===== config.mk =====
export PLATFORM = sky130hd
export DESIGN_NAME = btn_conditioner
export DESIGN_NICKNAME = d
export VERILOG_FILES = /design/src/rtl/btn_conditioner.sv
export SDC_FILE = /design/constraint.sdc
export NUM_CORES = 1
export LEC_CHECK = 0
export ABC_CLOCK_PERIOD_IN_PS = 4450
export CAP_MARGIN = 10
export CELL_PAD_IN_SITES_DETAIL_PLACEMENT = 0
export CELL_PAD_IN_SITES_GLOBAL_PLACEMENT = 1
export CORE_MARGIN = 3
export CORE_UTILIZATION = 53
export DETAILED_ROUTE_END_ITERATION = 10
export GPL_ROUTABILITY_DRIVEN = 0
export PLACE_DENSITY = 0.95
export SLEW_MARGIN = 40
export SYNTH_ARGS = -nofsm -noshare
export SYNTH_HDL_FRONTEND = slang
export SYNTH_SLANG_ARGS = --single-unit
export TNS_END_PERCENT = 1

===== constraint.sdc =====
create_clock -name clk -period 4.45 [get_ports clk]
set_input_delay 0.89 -clock clk [delete_from_list [all_inputs] [get_ports clk]]
set_output_delay 0.89 -clock clk [all_outputs]
set_load 0.1 [all_outputs]

===== src/rtl/btn_conditioner.sv =====
// Purpose: synchronise, debounce and arbitrate the five push-buttons into a clean
//          zero-or-one-hot level code, a one-cycle acceptance pulse and a chord lockout flag.
// Latency: outputs follow a clean edge of btn_raw by DEBOUNCE_CYCLES+2 clocks.
//          There is no backpressure; the outputs are registered levels that the consumer samples freely.
// Ports:
//   clk        system clock
//   rst_n      asynchronous active-low reset
//   btn_raw    raw, bouncing, asynchronous button pins (bit 0 clear, bits 4:1 operations)
//   buttons    conditioned code: all-zero or exactly one-hot, held while the button is pressed
//   btn_pulse  one-cycle pulse on the bit just accepted
//   lockout    high while a multi-button chord is being rejected
module btn_conditioner #(
  parameter int DEBOUNCE_CYCLES = 1_000_000,
  parameter int N_BTN           = 5
) (
  input  logic             clk,
  input  logic             rst_n,
  input  logic [N_BTN-1:0] btn_raw,
  output logic [N_BTN-1:0] buttons,
  output logic [N_BTN-1:0] btn_pulse,
  output logic             lockout
);

  localparam int CW = $clog2(DEBOUNCE_CYCLES);
  localparam logic [CW-1:0] CNT_MAX = CW'(DEBOUNCE_CYCLES - 1);

  typedef enum logic [1:0] {
    IDLE = 2'd0,
    HELD = 2'd1,
    LOCK = 2'd2
  } state_t;

  logic [N_BTN-1:0] sync1;
  logic [N_BTN-1:0] sync2;
  logic [N_BTN-1:0] deb;
  logic [CW-1:0]    cnt [N_BTN];
  state_t           state;
  logic             deb_zero;
  logic             deb_onehot;

  // Two-flop synchroniser on every pin.
  always_ff @(posedge clk or negedge rst_n) begin
    if (!rst_n) begin
      sync1 <= '0;
      sync2 <= '0;
    end else begin
      sync1 <= btn_raw;
      sync2 <= sync1;
    end
  end

  // Per-bit debouncer: the counter only advances while the synchronised level
  // disagrees with the accepted level, so any bounce back restarts it from 0.
  // The level flips on the edge where the counter sits at its terminal value.
  always_ff @(posedge clk or negedge rst_n) begin
    if (!rst_n) begin
      deb <= '0;
      for (int i = 0; i < N_BTN; i++) begin
        cnt[i] <= '0;
      end
    end else begin
      for (int i = 0; i < N_BTN; i++) begin
        if (sync2[i] == deb[i]) begin
          cnt[i] <= '0;
        end else if (cnt[i] == CNT_MAX) begin
          deb[i] <= ~deb[i];
          cnt[i] <= '0;
        end else begin
          cnt[i] <= cnt[i] + CW'(1);
        end
      end
    end
  end

  assign deb_zero   = (deb == '0);
  // Clearing the lowest set bit leaves zero only for a single set bit.
  assign deb_onehot = !deb_zero && ((deb & (deb - N_BTN'(1))) == '0);

  // Arbiter. A chord (or a leftover press after the held one is released)
  // locks the outputs off until every button has been let go.
  always_ff @(posedge clk or negedge rst_n) begin
    if (!rst_n) begin
      state     <= IDLE;
      buttons   <= '0;
      btn_pulse <= '0;
      lockout   <= 1'b0;
    end else begin
      btn_pulse <= '0;
      case (state)
        IDLE: begin
          if (deb_onehot) begin
            state     <= HELD;
            buttons   <= deb;
            btn_pulse <= deb;
          end else if (!deb_zero) begin
            state   <= LOCK;
            lockout <= 1'b1;
          end
        end
        HELD: begin
          // Extra buttons pressed while one is held are simply ignored.
          if ((deb & buttons) == '0) begin
            buttons <= '0;
            if (deb_zero) begin
              state <= IDLE;
            end else begin
              state   <= LOCK;
              lockout <= 1'b1;
            end
          end
        end
        LOCK: begin
          buttons <= '0;
          if (deb_zero) begin
            state   <= IDLE;
            lockout <= 1'b0;
          end
        end
        default: begin
          state     <= IDLE;
          buttons   <= '0;
          lockout   <= 1'b0;
        end
      endcase
    end
  end

endmodule


==> impl_metrics.toml, run 1 <==
[floorplanning]
floorplan.die.width_um = 114
start_util = 0.555
die_h_um = 114
rows = 38
die-area_um2 = 12900
core-area_um2 = 11100
io_pins = 18

[critical_path]
crit_required_ns = 4.79
slowest_delay_ns = 0.68
worstRegToRegCells = 5
start_kind = "register"
crit_buf_inv = 0
cp_top_family = "simple AND/OR/NAND/NOR gates"
cp_cell_sequence = "ha_1, nand4_1, or4_1, or4_4, a21oi_2"
arrival_ns = 2.58
cp-end-kind = "register"
r2r_start = "cnt[20]"
critical_path.max_fanout = 7
cp_slowest_cell = "or4_1"
r2r-end = "cnt[38]"
rrSetupSlack_ns = 2.21
worst-setup-path-type = "register to register"

[layout]
fill_cells = 855
drive_above_1_share = 0.100
final_core_util = 0.637
syn_to_final_growth_pct = 14.8
n_antenna_cell = 0
post-route-cell-area_um2 = 7060
nNetsFinal = 638

[power_and_ir_drop]
finalPower_mw = 2.81
powerDensity_nw_per_um2 = 399
max-vdd-ir-drop_mv = 0.421
leakagePower_nw = 2.91

[cts]
cts_max_path_buffers = 2
cts_resized = 0
cts_sinks = 128
cts_hold_buf = 0
cts_made_buffers = 17
worstSkewPairLatency_ns = 0.41
tritoncts = "done"
cts_root_buffer = "clkbuf_16"
htreeDepth = 4
post_cts_buffers = 0
clkTransAtPathRegs_ns = 0.06

[detailed_routing]
vias = 4494
drtIter0Drc = 367
drc = 0
firstDrtPassIters = 4
vias_per_cell = 5.77
wl_per_cell_um = 15.9
ant_nets = 0
routed_wl_um = 12400

[global_route]
grt_pass1_vias = 4567
grt_max_degree = 78
antenna_found_initial = 0
grt-ovfl-total = 0
grt_pass1_wl_um = 21300
grt_use_total = 0.208

[logic_synthesis]
yosysTopAreaCell = "dfrtp_1"
yosys-top-cells-area = "dfrtp_1 (52%), xnor2_1 (5.0%), nor2_1 (4.9%), xor2_1 (4.8%), nand3_1 (3.1%)"
synth-adder-area-share = 0.0118
async_reset_ff_frac = 1.00
synth_edf_count = 0
synth_top_area_frac = 0.521
yosys-mux-area-fraction = 0.00916
synth_most_common_cell = "dfrtp_1"
synth_fp_nets = 620
yosys.area_share.simple = 0.250
synth-seq-cells = 128
synthXorXnorAreaFrac = 0.0983
synthTopCellsByCount = "dfrtp_1 (128), nor2_1 (81), nand3_1 (38)"
synth_compound_area_frac = 0.0814
ys_seq_area_frac = 0.521
yosysWarnings = 0
syn_avg_cell_area_um2 = 10.1
synthesis.area_um2 = 6150
synth_top_family_by_area = "simple AND/OR/NAND/NOR gates"
synth_flop_cell = "dfrtp_1"
synth_cell_types = 50
synth_cells = 608

[timing]
hold_slack_ns = 0.348
hold_viol_final = 0
slew_headroom = 0.491
setup_tns_ns = 0
finalCritPeriodShare = 0.504
finalSetupViolations = 0
finalCriticalPeriod_ns = 2.24
rsz0062_at_grt = "no"
max_freq_ghz = 0.446
worstMarginPinSlew_ns = 0.764
final.setup_skew_ns = 0.00753
slew_violations = 0

[worst_hold_path]
worstHoldPathType = "register to register"
hold_path_end = "sync2[3]"
whs_path_depth = 0
hp-start = "sync1[3]"

[place]
place_area_um2 = 6380
detailed_place_hpwl_um = 8160
io_buffers = 17

[flow_run]
cap_violations = 0

[run_status]
status = "finished, final reports clean"
==> layer usage <==
layer,GRT usage,up-vias,share of wire
li1,-,2200,-
met1,0.258,2210,0.44
met2,0.344,68,0.51
met3,0.0631,16,0.035
met4,0.0745,0,0.012
met5,0,-,0
==> worst max-delay path by stage <==
stage                        from  endpoint  cells after the start
final                     cnt[20]   cnt[38]                      5
after CTS                 cnt[20]   cnt[38]                      5
after global routing       cnt[2]    cnt[8]                      5
after global placement    lockout   lockout                      1
after floorplan           cnt[20]   cnt[38]                      6
after detailed placement  cnt[40]   cnt[46]                      6
==> power by group <==
part	internal (mW)	switching, mW	total (mW)
registers	1.18	0.0150	1.20
logic	0.0216	0.0502	0.0718
clock network	1.05	0.494	1.55
==> registers in the layout, summed over array words and instances, names as in the netlist <==
register,count
btn_pulse,5
sync2,5
lockout,1
cnt,100
sync1,5
deb,5
buttons,5
state,2
==> logic make-up (layout without fill, tap and decap cells) <==
| group | after synthesis | in the layout |
|---|---|---|
| DFF | 128 | 128 |
| xor gates and xnor gates | 69 | 69 |
| buffers and inverters | 42 | 73 |
| muxes | 5 | 5 |
| and+or+nand+nor | 283 | 283 |
| AOI/OAI and AO/OA | 75 | 75 |
| adders and majority gates | 6 | 6 |
==> stage by stage <==
stage	instances	setup WS, ns
CTS	778	2.21
floorplan	608	2.45
global route	779	2.03
global placement	746	2.08
finish	779	2.21
detailed placement	746	2.24
==> placed cells by master, fill, tap and decap left out, types with 3 or more instances in the layout <==
master,n
dfrtp_1,128
nor2_1,81
nand3_1,38
xnor2_1,35
xor2_1,34
nand2_1,28
a21oi_1,27
nand4_1,22
inv_1,18
or3_1,18
clkbuf_16,17
or4_1,16
nor4_1,15
o21ai_0,15
nor3_1,14
o31ai_1,11
buf_2,11
and2_1,8
and3_1,8
nand2b_1,7
and4_1,6
nor4b_1,6
buf_4,6
mux2_2,5
ha_1,5
bufinv_16,5
clkdlybuf4s50_1,5
o2bb2ai_1,4
clkbuf_8,4
nor2b_1,3
clkinvlp_4,3
==> final cells by class <==
type / instances / area (um^2) / area share
multi-input combinational: 438 / 2780 / 0.395
clock inverter: 9 / 178 / 0.0252
inverter: 18 / 67.6 / 0.00957
timing repair buffer: 23 / 161 / 0.0229
tap: 140 / 175 / 0.0248
sequential: 128 / 3200 / 0.454
clock buffer: 23 / 488 / 0.0691
No activity file was read; power rests on OpenSTA's default activity.
==> run 2: changes to the inputs <==
- ABC_CLOCK_PERIOD_IN_PS: 4450 -> 1800
- CORE_UTILIZATION: 53 -> 44
- PLACE_DENSITY: 0.95 -> 0.85
- clock period: 4.45 -> 1.8 ns (I/O delays scaled with it)
==> run 2 against run 1 <==
The run now ends with setup timing left. Critical path depth is the same. Clock-buffer cell count increased by 1. Final cell count increased by 15%. Highest routed layer unchanged.
==> impl_metrics.toml, run 2 (synthesized netlist as in run 1, its figures left out) <==
[run_status]
status = "finished with violations"
violations = "setup timing"

[layout]
seq_area_um2 = 3200
fill_cells = 1121
nNetsFinal = 722
instances_no_fill = 898
layout_common_cells = "dfrtp_1 (128), buf_4 (83), nor2_1 (80)"
post-route-cell-area_um2 = 7960
multiInputGateArea_um2 = 2880
n_antenna_cell = 0
final_core_util = 0.592
syn_to_final_growth_pct = 29.5
layout_commonest_cell = "dfrtp_1"
largest_register_ffs = 100
drive_above_1_share = 0.227
largest_register = "cnt"

[floorplanning]
core-area_um2 = 13500
floorplan.die.width_um = 124
io_pins = 18
start_util = 0.457
rows = 42
die-area_um2 = 15400
die_h_um = 124

[critical_path]
start_kind = "register"
cp_cell_sequence = "or4bb_1, or4_4, o21ai_4, buf_4, nor2_1"
slowest_delay_ns = 0.57
critical_path.max_fanout = 5
cp_slowest_cell = "or4_4"
cp_top_family = "simple AND/OR/NAND/NOR gates"
crit_required_ns = 2.10
crit_buf_inv = 1
cp-end-kind = "register"
worstRegToRegCells = 5
r2r_start = "cnt[66]"
worst-setup-path-type = "register to register"
arrival_ns = 2.31
crit_start = "cnt[66]"
cp.depth = 5

[power_and_ir_drop]
leakagePower_nw = 3.36
max-vdd-ir-drop_mv = 0.636
powerDensity_nw_per_um2 = 824
finalPower_mw = 6.56

[cts]
worstSkewPairLatency_ns = 0.42
cts_sinks = 128
cts_max_path_buffers = 2
tritoncts = "done"
clkTransAtPathRegs_ns = 0.05
cts_made_buffers = 17
cts_root_buffer = "clkbuf_16"
htreeDepth = 4

[timing]
finalSetupViolations = 23
worstMarginPinSlew_ns = 0.374
max_freq_ghz = 0.499
finalCriticalPeriod_ns = 2.00
hold_viol_final = 0
finalCritPeriodShare = 1.11
slew_violations = 0
slew_headroom = 0.748
hold_slack_ns = 0.346
final.setup_skew_ns = 0.00862
rsz0062_at_grt = "yes"
setup_tns_ns = -4.05
setup_slack_ns = -0.204

[detailed_routing]
wl_per_cell_um = 14.6
drtIter0Drc = 287
drc = 0
vias = 4882
firstDrtPassIters = 4
vias_per_cell = 5.44
ant_nets = 0
routed_wl_um = 13100

[worst_hold_path]
whs_path_depth = 0
hp-start = "sync1[0]"
worstHoldPathType = "register to register"

[place]
io_buffers = 17
place_area_um2 = 7260
detailed_place_hpwl_um = 9310
numPlacedInstances = 864
post-place-ws_ns = -0.173

[global_route]
grt_use_total = 0.178
grt-ovfl-total = 0
grt_pass1_wl_um = 22800
antenna_found_initial = 0
grt_pass1_vias = 4937
grt_max_degree = 42

[flow_run]
cap_violations = 0
[run 2: repair_timing]
item | CTS | global route
setup endpoints to repair | 30 | 69
gates cloned | 1 | 0
resized for setup | 10 | 18
pin swaps | 6 | 4
hold endpoints to repair | 22 | 0
hold buffers | 1 | 0
setup buffers | 0 | 1
[run 2: layer usage]
metal / share of wire / GRT usage
met5: 0 / 0
met4: 0.019 / 0.0767
met3: 0.033 / 0.0473
met2: 0.51 / 0.302
met1: 0.44 / 0.213
[run 2: layout make-up]
cell class,count,area share
clock buffer,24,0.0580
clock inverter,7,0.0138
multi-input combinational,438,0.362
timing repair buffer,107,0.128
sequential,128,0.402
inverter,18,0.00849
tap,176,0.0277
[run 2: power by group]
part,internal [mW],switching [mW],total [mW]
clock network,2.19,1.17,3.36
logic,0.106,0.141,0.248
registers,2.92,0.0300,2.95
total,5.22,1.34,6.56
[run 2: path summary, 6_finish.rpt]
check	slack, ns	to
min reg2reg	0.35	sync2[0]
max reg2reg	-0.20	cnt[71]
max	-0.20	cnt[71]
min in group asynchronous	0.39	cnt[88]
min	0.35	sync2[0]
max in group asynchronous	0.73	cnt[5]
==> run 3: changes to the inputs <==
- CORE_ASPECT_RATIO: default -> 0.5
==> run 3 against run 2 <==
The flow still finishes with violations (setup timing). Clock power increased by 3%. Setup slack worse by 0.0049 ns. Combinational power decreased by 6%. Critical path type unchanged. Largest cell class unchanged.
==> impl_metrics.toml, run 3 (synthesized netlist as in run 1, its figures left out) <==
[layout]
largest_register = "cnt"
n_antenna_cell = 0
post-route-cell-area_um2 = 7930
layout_common_cells = "dfrtp_1 (127), buf_4 (82), nor2_1 (80)"
largest_register_ffs = 100
nNetsFinal = 719
layout_commonest_cell = "dfrtp_1"
final_core_util = 0.603
drive_above_1_share = 0.214
instances_no_fill = 904
syn_to_final_growth_pct = 28.9
fill_cells = 1083

[global_route]
grt_max_degree = 46
grt_pass1_wl_um = 22300
grt-ovfl-total = 0
grt_pass1_vias = 4789
grt_use_total = 0.177
antenna_found_initial = 0

[cts]
htreeDepth = 4
clkTransAtPathRegs_ns = 0.05
worstSkewPairLatency_ns = 0.41
cts_sinks = 128
cts_made_buffers = 17
cts_root_buffer = "clkbuf_16"
tritoncts = "done"
post_cts_buffers = 0
cts_max_path_buffers = 2

[power_and_ir_drop]
max-vdd-ir-drop_mv = 0.653
powerDensity_nw_per_um2 = 838
leakagePower_nw = 3.34
finalPower_mw = 6.64

[run_status]
violations = "setup timing"
status = "finished with violations"

[detailed_routing]
wl_per_cell_um = 14.3
drc = 0
drtIter0Drc = 319
vias = 4835
vias_per_cell = 5.35
routed_wl_um = 12900
firstDrtPassIters = 4
ant_nets = 0

[critical_path]
crit_start = "cnt[70]"
cp_slowest_cell = "or4_4"
r2r_start = "cnt[70]"
critical_path.max_fanout = 2
cp-end-kind = "register"
crit_required_ns = 2.09
slowest_delay_ns = 0.59
cp_cell_sequence = "or4bb_1, or4_4, nor2_4, mux2_4"
start_kind = "register"
arrival_ns = 2.30
worst-setup-path-type = "register to register"

[floorplanning]
die-area_um2 = 15500
io_pins = 18
start_util = 0.468
core-area_um2 = 13100
floorplan.die.width_um = 173
die_h_um = 89.6
rows = 29

[place]
post-place-ws_ns = -0.215
place_area_um2 = 7250
detailed_place_hpwl_um = 8830
numPlacedInstances = 873
io_buffers = 17

[timing]
slew_violations = 0
finalCriticalPeriod_ns = 2.01
rsz0062_at_grt = "yes"
worstMarginPinSlew_ns = 0.427
final.setup_skew_ns = 0.00538
hold_slack_ns = 0.345
finalSetupViolations = 24
slew_headroom = 0.712
max_freq_ghz = 0.498
hold_viol_final = 0
finalCritPeriodShare = 1.12
setup_tns_ns = -3.98
setup_slack_ns = -0.209

[worst_hold_path]
hp-start = "sync1[0]"
worstHoldPathType = "register to register"

[flow_run]
cap_violations = 0
[run 3: power breakdown]
part / internal, mW / total (mW) / switching, mW
Sequential: 2.92 / 2.95 / 0.0300
Clock: 2.30 / 3.46 / 1.15
Combinational: 0.0919 / 0.233 / 0.141
Total: 5.31 / 6.64 / 1.33
[run 3: layout make-up]
| cell class | instances | area (um^2) | area share |
|---|---|---|---|
| well taps | 186 | 233 | 0.0294 |
| multi-input cells | 438 | 2850 | 0.359 |
| flip-flops and latches | 128 | 3200 | 0.404 |
| repair buffers | 104 | 978 | 0.123 |
| clock inverters | 6 | 105 | 0.0133 |
| clock buffers | 24 | 492 | 0.0620 |
| inverters | 18 | 67.6 | 0.00853 |
[run 3: path summary, 6_finish.rpt]
| check | cells after the start | slack [ns] | endpoint |
|---|---|---|---|
| worst min register to register | 0 | 0.34 | sync2[0] |
| max in group asynchronous | 3 | 0.78 | cnt[27] |
| worst min-delay path | 0 | 0.34 | sync2[0] |
| worst max register to register | 4 | -0.21 | deb[1] |
| min in group asynchronous | 2 | 0.43 | cnt[77] |
| worst max-delay path | 4 | -0.21 | deb[1] |
[run 3: timing repair]
action                                  in CTS  in global routing
pin swaps                                    3                  3
resized for setup                            8                  9
endpoints found under the setup margin      28                 50
hold endpoints to repair                    23                  0
hold buffers                                 1                  0
[run 3: per-layer routing]
| layer | global-route usage | wire length, um | share of wire | vias to the layer above |
|---|---|---|---|---|
| met3 | 0.0416 | 272 | 0.021 | 14 |
| met4 | 0.0551 | 141 | 0.011 | 0 |
| met2 | 0.313 | 6400 | 0.50 | 50 |
| met1 | 0.221 | 6080 | 0.47 | 2401 |
| met5 | 0 | 0 | 0 | - |
| li1 | - | - | - | 2370 |
[run 3: critical path, delay by kind of cell (launching register included)]
| kind | cells | cell delay (ns) |
|---|---|---|
| and+or+nand+nor | 3 | 1.22 |
| muxes | 1 | 0.30 |
| DFF | 1 | 0.37 |
